[src/rtl/c_done_sync.sv]
// rtl/c_done_sync.sv - clocked consumer for the C-element completion tree
// Optional watchdog: define C_DONE_SYNC_TIMEOUT_EN to build the RETURN-state timeout.
module c_done_sync #(
  parameter int SYNC_STAGES = 2,
  parameter int CNT_W       = 8,
  parameter int TIMEOUT     = 200
) (
  input  logic             clk,
  input  logic             rst,
  input  logic             done,
  input  logic             ready,
  output logic             valid,
  output logic             ack,
  output logic             proto_err,
  output logic             timeout,
  output logic [CNT_W-1:0] tok_cnt
);

  typedef enum logic [1:0] {
    S_IDLE   = 2'd0,
    S_VALID  = 2'd1,
    S_RETURN = 2'd2
  } state_t;

  // Reject parameter values the synchroniser or watchdog cannot honour.
  if (SYNC_STAGES < 2 || TIMEOUT < 1 || TIMEOUT > 65535) begin : g_param_check
    $error("c_done_sync: illegal SYNC_STAGES or TIMEOUT");
  end

  logic [SYNC_STAGES-1:0] sync_q;
  logic                   done_s;
  state_t                 state_q, state_d;
  logic                   valid_q, valid_d;
  logic                   ack_q, ack_d;
  logic                   proto_err_q, proto_err_d;
  logic [CNT_W-1:0]       tok_cnt_q, tok_cnt_d;

  // Multi-flop synchroniser; done_s is the only view of done inside the block.
  always_ff @(posedge clk or negedge rst) begin
    if (!rst) begin
      sync_q <= '0;
    end else begin
      sync_q <= {sync_q[SYNC_STAGES-2:0], done};
    end
  end

  assign done_s = sync_q[SYNC_STAGES-1];

  // State register.
  always_ff @(posedge clk or negedge rst) begin
    if (!rst) begin
      state_q <= S_IDLE;
    end else begin
      state_q <= state_d;
    end
  end

  // Next-state: level-triggered start, acceptance has priority over a falling done.
  always_comb begin
    state_d = state_q;
    unique case (state_q)
      S_IDLE:   if (done_s) state_d = S_VALID;
      S_VALID: begin
        if (ready)        state_d = S_RETURN;
        else if (!done_s) state_d = S_IDLE;
      end
      S_RETURN: if (!done_s) state_d = S_IDLE;
      default:  state_d = S_IDLE;
    endcase
  end

  // Output next values; outputs follow the destination state so they stay registered.
  always_comb begin
    valid_d     = (state_d == S_VALID);
    ack_d       = (state_d == S_RETURN);
    proto_err_d = (state_q == S_VALID) && !ready && !done_s;
    tok_cnt_d   = tok_cnt_q;
    if (state_q == S_RETURN && !done_s) begin
      tok_cnt_d = tok_cnt_q + CNT_W'(1);
    end
  end

  // Output registers; the token counter wraps silently.
  always_ff @(posedge clk or negedge rst) begin
    if (!rst) begin
      valid_q     <= 1'b0;
      ack_q       <= 1'b0;
      proto_err_q <= 1'b0;
      tok_cnt_q   <= '0;
    end else begin
      valid_q     <= valid_d;
      ack_q       <= ack_d;
      proto_err_q <= proto_err_d;
      tok_cnt_q   <= tok_cnt_d;
    end
  end

  assign valid     = valid_q;
  assign ack       = ack_q;
  assign proto_err = proto_err_q;
  assign tok_cnt   = tok_cnt_q;

`ifdef C_DONE_SYNC_TIMEOUT_EN
  logic [15:0] wd_q, wd_d;
  logic        timeout_q, timeout_d;

  // Watchdog: restart on entry to RETURN, count while there; flag is sticky until reset.
  always_comb begin
    wd_d      = wd_q;
    timeout_d = timeout_q;
    if (state_q != S_RETURN && state_d == S_RETURN) begin
      wd_d = '0;
    end else if (state_q == S_RETURN && wd_q != 16'hFFFF) begin
      wd_d = wd_q + 16'd1;
    end
    if (state_q == S_RETURN && done_s && wd_q == 16'(TIMEOUT - 1)) begin
      timeout_d = 1'b1;
    end
  end

  // Watchdog registers.
  always_ff @(posedge clk or negedge rst) begin
    if (!rst) begin
      wd_q      <= '0;
      timeout_q <= 1'b0;
    end else begin
      wd_q      <= wd_d;
      timeout_q <= timeout_d;
    end
  end

  assign timeout = timeout_q;
`else
  assign timeout = 1'b0;
`endif

endmodule

[config.mk]
export PLATFORM = sky130hd
export DESIGN_NAME = c_done_sync
export DESIGN_NICKNAME = d
export VERILOG_FILES = /design/src/rtl/c_done_sync.sv
export SDC_FILE = /design/constraint.sdc
export NUM_CORES = 1
export LEC_CHECK = 0
export CORE_UTILIZATION = 25
export DETAILED_ROUTE_END_ITERATION = 7
export PLACE_DENSITY = 0.52
export SLEW_MARGIN = 10
export SYNTH_ARGS = -nofsm -noshare
export SYNTH_HDL_FRONTEND = slang
export SYNTH_SLANG_ARGS = --single-unit
[constraint.sdc]
create_clock -name clk -period 1.44 [get_ports clk]
set_clock_uncertainty 0.15 [all_clocks]
set_input_delay 0.288 -clock clk [delete_from_list [all_inputs] [get_ports clk]]
set_output_delay 0.288 -clock clk [all_outputs]
set_load 0.01 [all_outputs]
==> results of run 1 <==
-- per-stage QoR --
step	std cells	hold slack (ns)	power, mW	util [%]	instance area, sq um
final	99	0.162	1.12	38.2	853
after global routing	99	0.164	1.22	38.2	853
after CTS	96	0.159	1.12	37.0	827
after detailed placement	91	0.190	0.903	36.1	807
after global placement	91	0.185	0.904	36.1	807
after floorplan	44	-0.158	0.697	-	594
-- cell usage after synthesis (all sizes together) (2+ instances only) --
master	number
dfrtp	15
and3b	2
and2	2
xnor2	6
nand2	3
o21ai	2
nand4	3
-- where the power goes --
part           switching (mW)  leakage (nW)  internal [mW]  total [mW]
sequential             0.0416         0.193          0.491       0.533
combinational           0.156         0.210          0.203       0.359
clock                   0.124        0.0150          0.108       0.231
-- sequential cells by signal, summed over array words and instances, names as in the netlist --
name	flops
valid	1
state_q	2
proto_err	1
sync_q	2
ack	1
tok_cnt	8
-- layer usage --
metal,vias up,wire [um],track usage [%]
met2,9,478,14.0
met1,202,508,13.2
met3,2,52,4.55
li1,204,-,-
met4,0,17,6.94
met5,-,0,0
-- logic make-up after synthesis --
logic type,Yosys count
adders and majority gates,1
DFF,15
and+or+nand+nor,16
buffers and inverters,1
xor gates and xnor gates,7
muxes,1
other,1
AOI/OAI and AO/OA,2
-- cell type report --
cell class / count / area (sq um) / share of cell area [%]
Timing Repair Buffer: 24 / 205 / 24.0
Multi-Input combinational cell: 28 / 211 / 24.8
Sequential cell: 15 / 375 / 44.0
Clock buffer: 4 / 26.3 / 3.08
Tap cell: 28 / 35.0 / 4.11
-- timing repair --
action / 4_1_cts / 5_1_grt
pin swaps: 0 / 0
setup endpoints to repair: 11 / 5
setup buffers: 1 / 3
hold buffers: 0 / 0
resized for setup: 11 / 3
-- how the worst max path moves through the flow --
stage	startpoint	to	slack, ns
finish	tok_cnt[6]	tok_cnt[6]	0.06
global placement	tok_cnt[2]	tok_cnt[2]	0.08
CTS	tok_cnt[6]	tok_cnt[6]	0.003
detailed placement	tok_cnt[2]	tok_cnt[2]	0.08
global route	tok_cnt[5]	tok_cnt[5]	0.004
floorplan	sync_q[1]	tok_cnt[1]	0.16
==> metrics.txt, run 1 <==
outcome completed; final-layout setup total negative slack 0 ns; Worst path depth 1; required time of the critical path 1.00 ns; period utilization around 96%; setup slack of the worst register-to-register path 0.11 ns; Yosys warnings 0; Iteration-0 DRC Markers 1; commonest non-fill, non-tap cells in the layout 15 x dfrtp_1, 10 x buf_4, 8 x dlygate4sd2_1; FMAX 0.726 GHz; maximum number of buffers from clock root to sink 2; setup repair after global routing missed its margin no; critical path, cell by cell dlygate4sd2_1; count of port buffers added during placement 14; compound-cell area share of the yosys netlist 1.68%; WP buf/inv 1; max_cap viols 0; largest family of logic cells by synthesized area simple AND/OR/NAND/NOR gates; share of async-settable or async-resettable flops after synthesis 100%; FP Rows 17; standard cell core area 0.00223 sq mm; worst flop-to-flop path startpoint sync_q[1]; Pins Over Slew Limit 0; global-route total usage across every layer 10.4%; Vias per Instance approximately 4.2; count of flip-flops with a built-in enable after synthesis 0; static leakage power ~0.42 nW; final critical-path required period 1.38 ns; CTS clock-pin slew for the worst setup and hold paths 0.08 ns; kind of cell adding the most delay to the critical path flip-flops; final-layout fill cell count approximately 230; pin count of the biggest net entering global routing 16; nets@finish 77; Setup WS post-layout about 0.062 ns; parity-gate share of the synthesized area counting xor and xnor cells just over 10%; worst setup slack after placement 0.0797 ns; total power density per cell area 1320 mW/mm^2; post-synthesis instance area approximately 600 sq um; 1st-pass router iterations 2; Critical Path Fanout Max 2; number of setup violations in the final report 0; largest incremental delay on the critical path 0.38 ns; area share of and/or/nand/nor cells after synthesis 18.9%; hold violation count in the final report 0; number of global-route vias before repair 395; proportion of layout cells with a drive suffix above 1 21.1%; Synth area leaders dfrtp_1 63%, xnor2_1 8.8%, nand4_1 3.2%; flops & latches, synth 15; worst skew pair latency 0.28 ns; count of unique library cells instantiated by Yosys 18; sum of overflow across all layers after global routing 0; number of nets still failing antenna checks after routing 0; peak ir drop on the vdd network ~0.0006 V; area delta synth->final 43.6%; wire length reported by the detailed router 1060 um; number of DRC violations after detailed routing 0; chip height 50.8 um; GP Congestion roughly 0.74; fraction of synthesized area in multiplexers roughly 1.9%; slowest library cell on the worst path dfrtp_1; antenna diode instance count 0; area leader, netlist dfrtp_1; type of the tightest min-delay check in -> async; number of CTS-inserted buffers 3; most frequent standard cell in the layout excluding fill and tap cells dfrtp_1; RR Endpoint tok_cnt[7]; Die Width 50.8 um; # H-tree levels 1; average detailed-routed wire length per instance 10.7 um; initial core utilization 26.6%; Seq/Total Area, Yosys a little over three fifths; die outline area around 0.0026 sq mm; top flip-flop cell by instance count after synthesis dfrtp_1; critical path start-end classification reg -> out; CTS root buffer clkbuf_4; reg2reg path depth 3; fraction of the mapped netlist area in adder cells 2.11%; Syn Inst Count 44; first-pass GRT wire length approximately 1800 um; clock sink total 15; endpoint kind of the worst setup timing path primary output; Synthesized Nets 49; Mean Syn Cell Area 13.5 sq um; number of ports placed on the die boundary 16; TritonCTS clock tree built; Worst setup SP type register; initial antenna violation count 0; Synth top area share 63.2%; DR vias 417; worst endpoint data arrival time 0.94 ns; placed wire-length estimate after detailed placement 740 um
(Power assumes the default switching activity.)
==> run 2, diff against run 1 <==
- PLACE_DENSITY: 0.52 -> 0.48
==> metrics.txt, run 2 (same netlist as run 1, synthesis figures left out) <==
Util after Layout 38.9%; proportion of layout cells with a drive suffix above 1 24.7%; TritonCTS clock tree built; global-route total usage across every layer 10.8%; outcome completed; final-layout setup total negative slack 0 ns; Worst setup SP type register; critical path start-end classification reg -> out; period utilization 97.0%; slowest library cell on the worst path dfrtp_1; 1st-pass router iterations 1; number of ports placed on the die boundary 16; hold violation count in the final report 0; Pins Over Slew Limit 0; clock sink total 15; final critical-path required period around 1.4 ns; number of nets still failing antenna checks after routing 0; worst skew pair latency between 0.2 and 0.3 ns; required time of the critical path 1.00 ns; antenna diode instance count 0; total power density per cell area roughly 1300 mW/mm^2; endpoint kind of the worst setup timing path primary output; die outline area approximately 0.0026 sq mm; critical path, cell by cell dlygate4sd2_1; average detailed-routed wire length per instance about 11 um; placed wire-length estimate after detailed placement just over 700 um; number of hold buffers added after cts 0; CTS root buffer clkbuf_4; most frequent standard cell in the layout excluding fill and tap cells dfrtp_1; kind of cell adding the most delay to the critical path flip-flops; static leakage power between 0.4 and 0.5 nW; first-pass GRT wire length 1940 um; Setup WS post-layout 0.0433 ns; Critical Path Fanout Max 2; largest incremental delay on the critical path 0.39 ns; FMAX 0.716 GHz; Die Width around 51 um; commonest non-fill, non-tap cells in the layout 15 x dfrtp_1, 12 x buf_4, 9 x dlygate4sd2_1; number of DRC violations after detailed routing 0; count of port buffers added during placement 14; CTS clock-pin slew for the worst setup and hold paths approximately 0.090 ns; worst endpoint data arrival time between 0.9 and 1 ns; wire length reported by the detailed router 1060 um; area delta synth->final 46.1%; maximum number of buffers from clock root to sink 2; chip height 50.8 um; DR vias approximately 430; standard cell core area 0.00223 sq mm; post-route insts no fill about 100; FP Rows 17; number of setup violations in the final report 0; number of global-route vias before repair 436; placed cell count 91; setup repair after global routing missed its margin no; sum of overflow across all layers after global routing 0; worst setup slack after placement 0.0693 ns; pin count of the biggest net entering global routing 16; initial core utilization 26.6%; WP buf/inv 1; type of the tightest min-delay check in -> async; number of flip-flops under the largest register name 8; total power 1.16 mW; nets@finish 79; number of CTS-inserted buffers 3; Iteration-0 DRC Markers 0; GP Congestion 0.622; # H-tree levels 1; max_cap viols 0; initial antenna violation count 0; peak ir drop on the vdd network 0.000787 V; Vias per Instance 4.22; final-layout fill cell count 250
run 2: cell types whose count changed in the layout (fill, tap and decap cells not counted):
cell             before  now
clkinv_2              0    1
clkdlybuf4s15_1       3    2
clkbuf_1              1    0
dlygate4sd2_1         8    9
buf_4                10   12
run 2: path summary, 6_finish.rpt:
check                      slack [ns]        from  depth (start not counted)          to
max                              0.04  tok_cnt[0]                          1  tok_cnt[0]
min                              0.15         rst                          2  state_q[1]
max reg2reg                      0.10  state_q[0]                          3  tok_cnt[7]
min reg2reg                      0.21   sync_q[0]                          0   sync_q[1]
max in group asynchronous        0.82         rst                          2  tok_cnt[3]
min in group clk                 0.21   sync_q[0]                          0   sync_q[1]
run 2: what timing repair did:
item	in CTS	in global routing
setup buffers	2	4
gates resized for setup	11	2
pin swaps	0	0
setup endpoints to repair	11	5
hold endpoints to repair	0	0
run 2: stage by stage:
| step | hold slack (ns) | area (sq um) |
|---|---|---|
| 2_1_floorplan | -0.158 | 594 |
| 3_3_place_gp | 0.185 | 807 |
| 3_5_place_dp | 0.187 | 807 |
| 4_1_cts | 0.150 | 836 |
| 5_1_grt | 0.159 | 868 |
| 6_report | 0.148 | 868 |
run 2: routing by layer:
layer	up-vias	GRT usage [%]	routed length (um)
li1	212	-	-
met1	197	13.9	505
met2	13	15.1	471
met3	4	1.82	51
met4	0	9.72	35
met5	-	0	0
run 2: cell type report:
class	instances	area, sq um	area share [%]
sequential	15	375	43.2
timing repair buffer	26	219	25.2
multi-input combinational	28	211	24.4
tap	28	35.0	4.03
clock buffer	3	22.5	2.59
clock inverter	1	5.00	0.576
run 2: power breakdown:
group	internal (mW)	switching (mW)	leakage, nW	total (mW)
clock network	0.103	0.140	0.0177	0.243
logic	0.215	0.162	0.225	0.377
registers	0.491	0.0441	0.193	0.535
total	0.809	0.347	0.436	1.16
==> run 3, diff against run 2 <==
- CELL_PAD_IN_SITES_DETAIL_PLACEMENT: unset -> 1
- CELL_PAD_IN_SITES_GLOBAL_PLACEMENT: unset -> 2
- PLACE_DENSITY: 0.48 -> 0.66
==> metrics.txt, run 3 (same netlist as run 1, synthesis figures left out) <==
static leakage power between 0.4 and 0.5 nW; number of hold buffers added after cts 0; commonest non-fill, non-tap cells in the layout 15 x dfrtp_1, 11 x buf_4, 8 x dlygate4sd2_1; die outline area 0.00258 sq mm; number of flip-flops under the largest register name 8; global-route total usage across every layer 12.0%; nets@finish 78; largest incremental delay on the critical path 0.39 ns; hold violation count in the final report 0; sum of overflow across all layers after global routing 0; number of CTS-inserted buffers 3; part of the total power dissipated in the clock network 20.7%; maximum number of buffers from clock root to sink 2; switching share of power 30.5%; placed cell count ~90; worst skew pair latency 0.29 ns; wire length reported by the detailed router 1190 um; peak ir drop on the vdd network 0.000655 V; type of the tightest min-delay check in -> async; combinational power share 33.6%; FP Rows 17; GP Congestion 0.709; most frequent standard cell in the layout excluding fill and tap cells dfrtp_1; worst flop-to-flop path startpoint sync_q[1]; Iteration-0 DRC Markers 0; post-route insts no fill 100; critical path, cell by cell dlygate4sd2_1; WP buf/inv 1; period utilization between 90% and 100%; Pins Over Slew Limit 0; 1st-pass router iterations 1; Util after Layout a little under 40%; CTS root buffer clkbuf_4; number of nets still failing antenna checks after routing 0; slowest library cell on the worst path dfrtp_1; worst endpoint data arrival time 0.96 ns; antenna diode instance count 0; number of global-route vias before repair 446; clock sink total 15; Critical Path Fanout Max 2; first-pass GRT wire length ~2100 um; number of DRC violations after detailed routing 0; final critical-path required period 1.39 ns; count of port buffers added during placement 14; Die Width a little over 50 um; max_cap viols 0; DR vias 430; Worst setup SP type register; critical path start-end classification reg -> out; standard cell core area approximately 0.0022 sq mm; final-layout setup total negative slack 0 ns; proportion of layout cells with a drive suffix above 1 25.0%; setup repair after global routing missed its margin no; CTS clock-pin slew for the worst setup and hold paths roughly 0.090 ns; total power approximately 1.2 mW; NetSw 356 uW; TritonCTS clock tree built; reg2reg path depth 3; kind of cell adding the most delay to the critical path flip-flops; placed wire-length estimate after detailed placement around 860 um; number of ports placed on the die boundary 16; required time of the critical path 1.00 ns; total power density per cell area 1350 mW/mm^2; initial antenna violation count 0; RR Endpoint tok_cnt[6]; cell internal power dissipation 812 uW; initial core utilization 26.6%; endpoint kind of the worst setup timing path primary output; FMAX 0.717 GHz; setup slack of the worst register-to-register path between 0.1 and 0.15 ns; # H-tree levels 1; outcome completed; Vias per Instance 4.30; chip height 50.8 um; number of setup violations in the final report 0; pin count of the biggest net entering global routing 16; area delta synth->final 45.1%; sequential power share 45.7%; average detailed-routed wire length per instance 11.9 um
run 3: cell types whose count changed in the layout (fill, tap and decap cells not counted):
cell / previous run / this run
clkdlybuf4s15_1: 2 / 3
buf_4: 12 / 11
and4bb_2: 0 / 1
and4bb_1: 1 / 0
dlygate4sd2_1: 9 / 8
run 3: metal layers:
metal  vias to the layer above  GRT usage (%)  wire length [um]
li1                        206              -                 -
met1                       206           14.8               508
met2                        13           17.8               586
met3                         5           2.73                60
met4                         0           9.72                38
met5                         -              0                 0
run 3: area by class of cell:
type	instances	area (sq um)
clock buffer	3	22.5
clock inverter	1	5.00
fill	259	1370
multi-input combinational	28	211
sequential	15	375
tap	28	35.0
timing repair buffer	25	213
run 3: power groups by stage:
stage	logic [mW]	clock network (mW)	registers [mW]
6_report	0.392	0.242	0.533
5_1_grt	0.445	0.278	0.543
4_1_cts	0.385	0.255	0.535
3_3_place_gp	0.351	0	0.553
2_1_floorplan	0.106	0	0.591
3_5_place_dp	0.366	0	0.560
run 3: stage by stage:
stage	setup slack, ns	hold WS [ns]	instance area (sq um)
floorplan	0.160	-0.158	594
global placement	0.0774	0.184	807
detailed placement	0.0619	0.195	807
CTS	0.0187	0.152	843
global route	0.00199	0.169	862
finish	0.0460	0.155	862
run 3: repair_timing:
action | CTS | global route
resized for setup | 11 | 4
setup endpoints to repair | 11 | 6
setup buffers | 3 | 2
run 3: how the worst max path moves through the flow:
stage | from | to | slack [ns] | depth (start not counted)
after detailed placement | tok_cnt[2] | tok_cnt[2] | 0.06 | 1
after global placement | tok_cnt[2] | tok_cnt[2] | 0.08 | 1
final | tok_cnt[0] | tok_cnt[0] | 0.05 | 1
after floorplan | sync_q[1] | tok_cnt[1] | 0.16 | 2
after global routing | tok_cnt[6] | tok_cnt[6] | 0.002 | 1
after CTS | tok_cnt[7] | tok_cnt[7] | 0.02 | 1
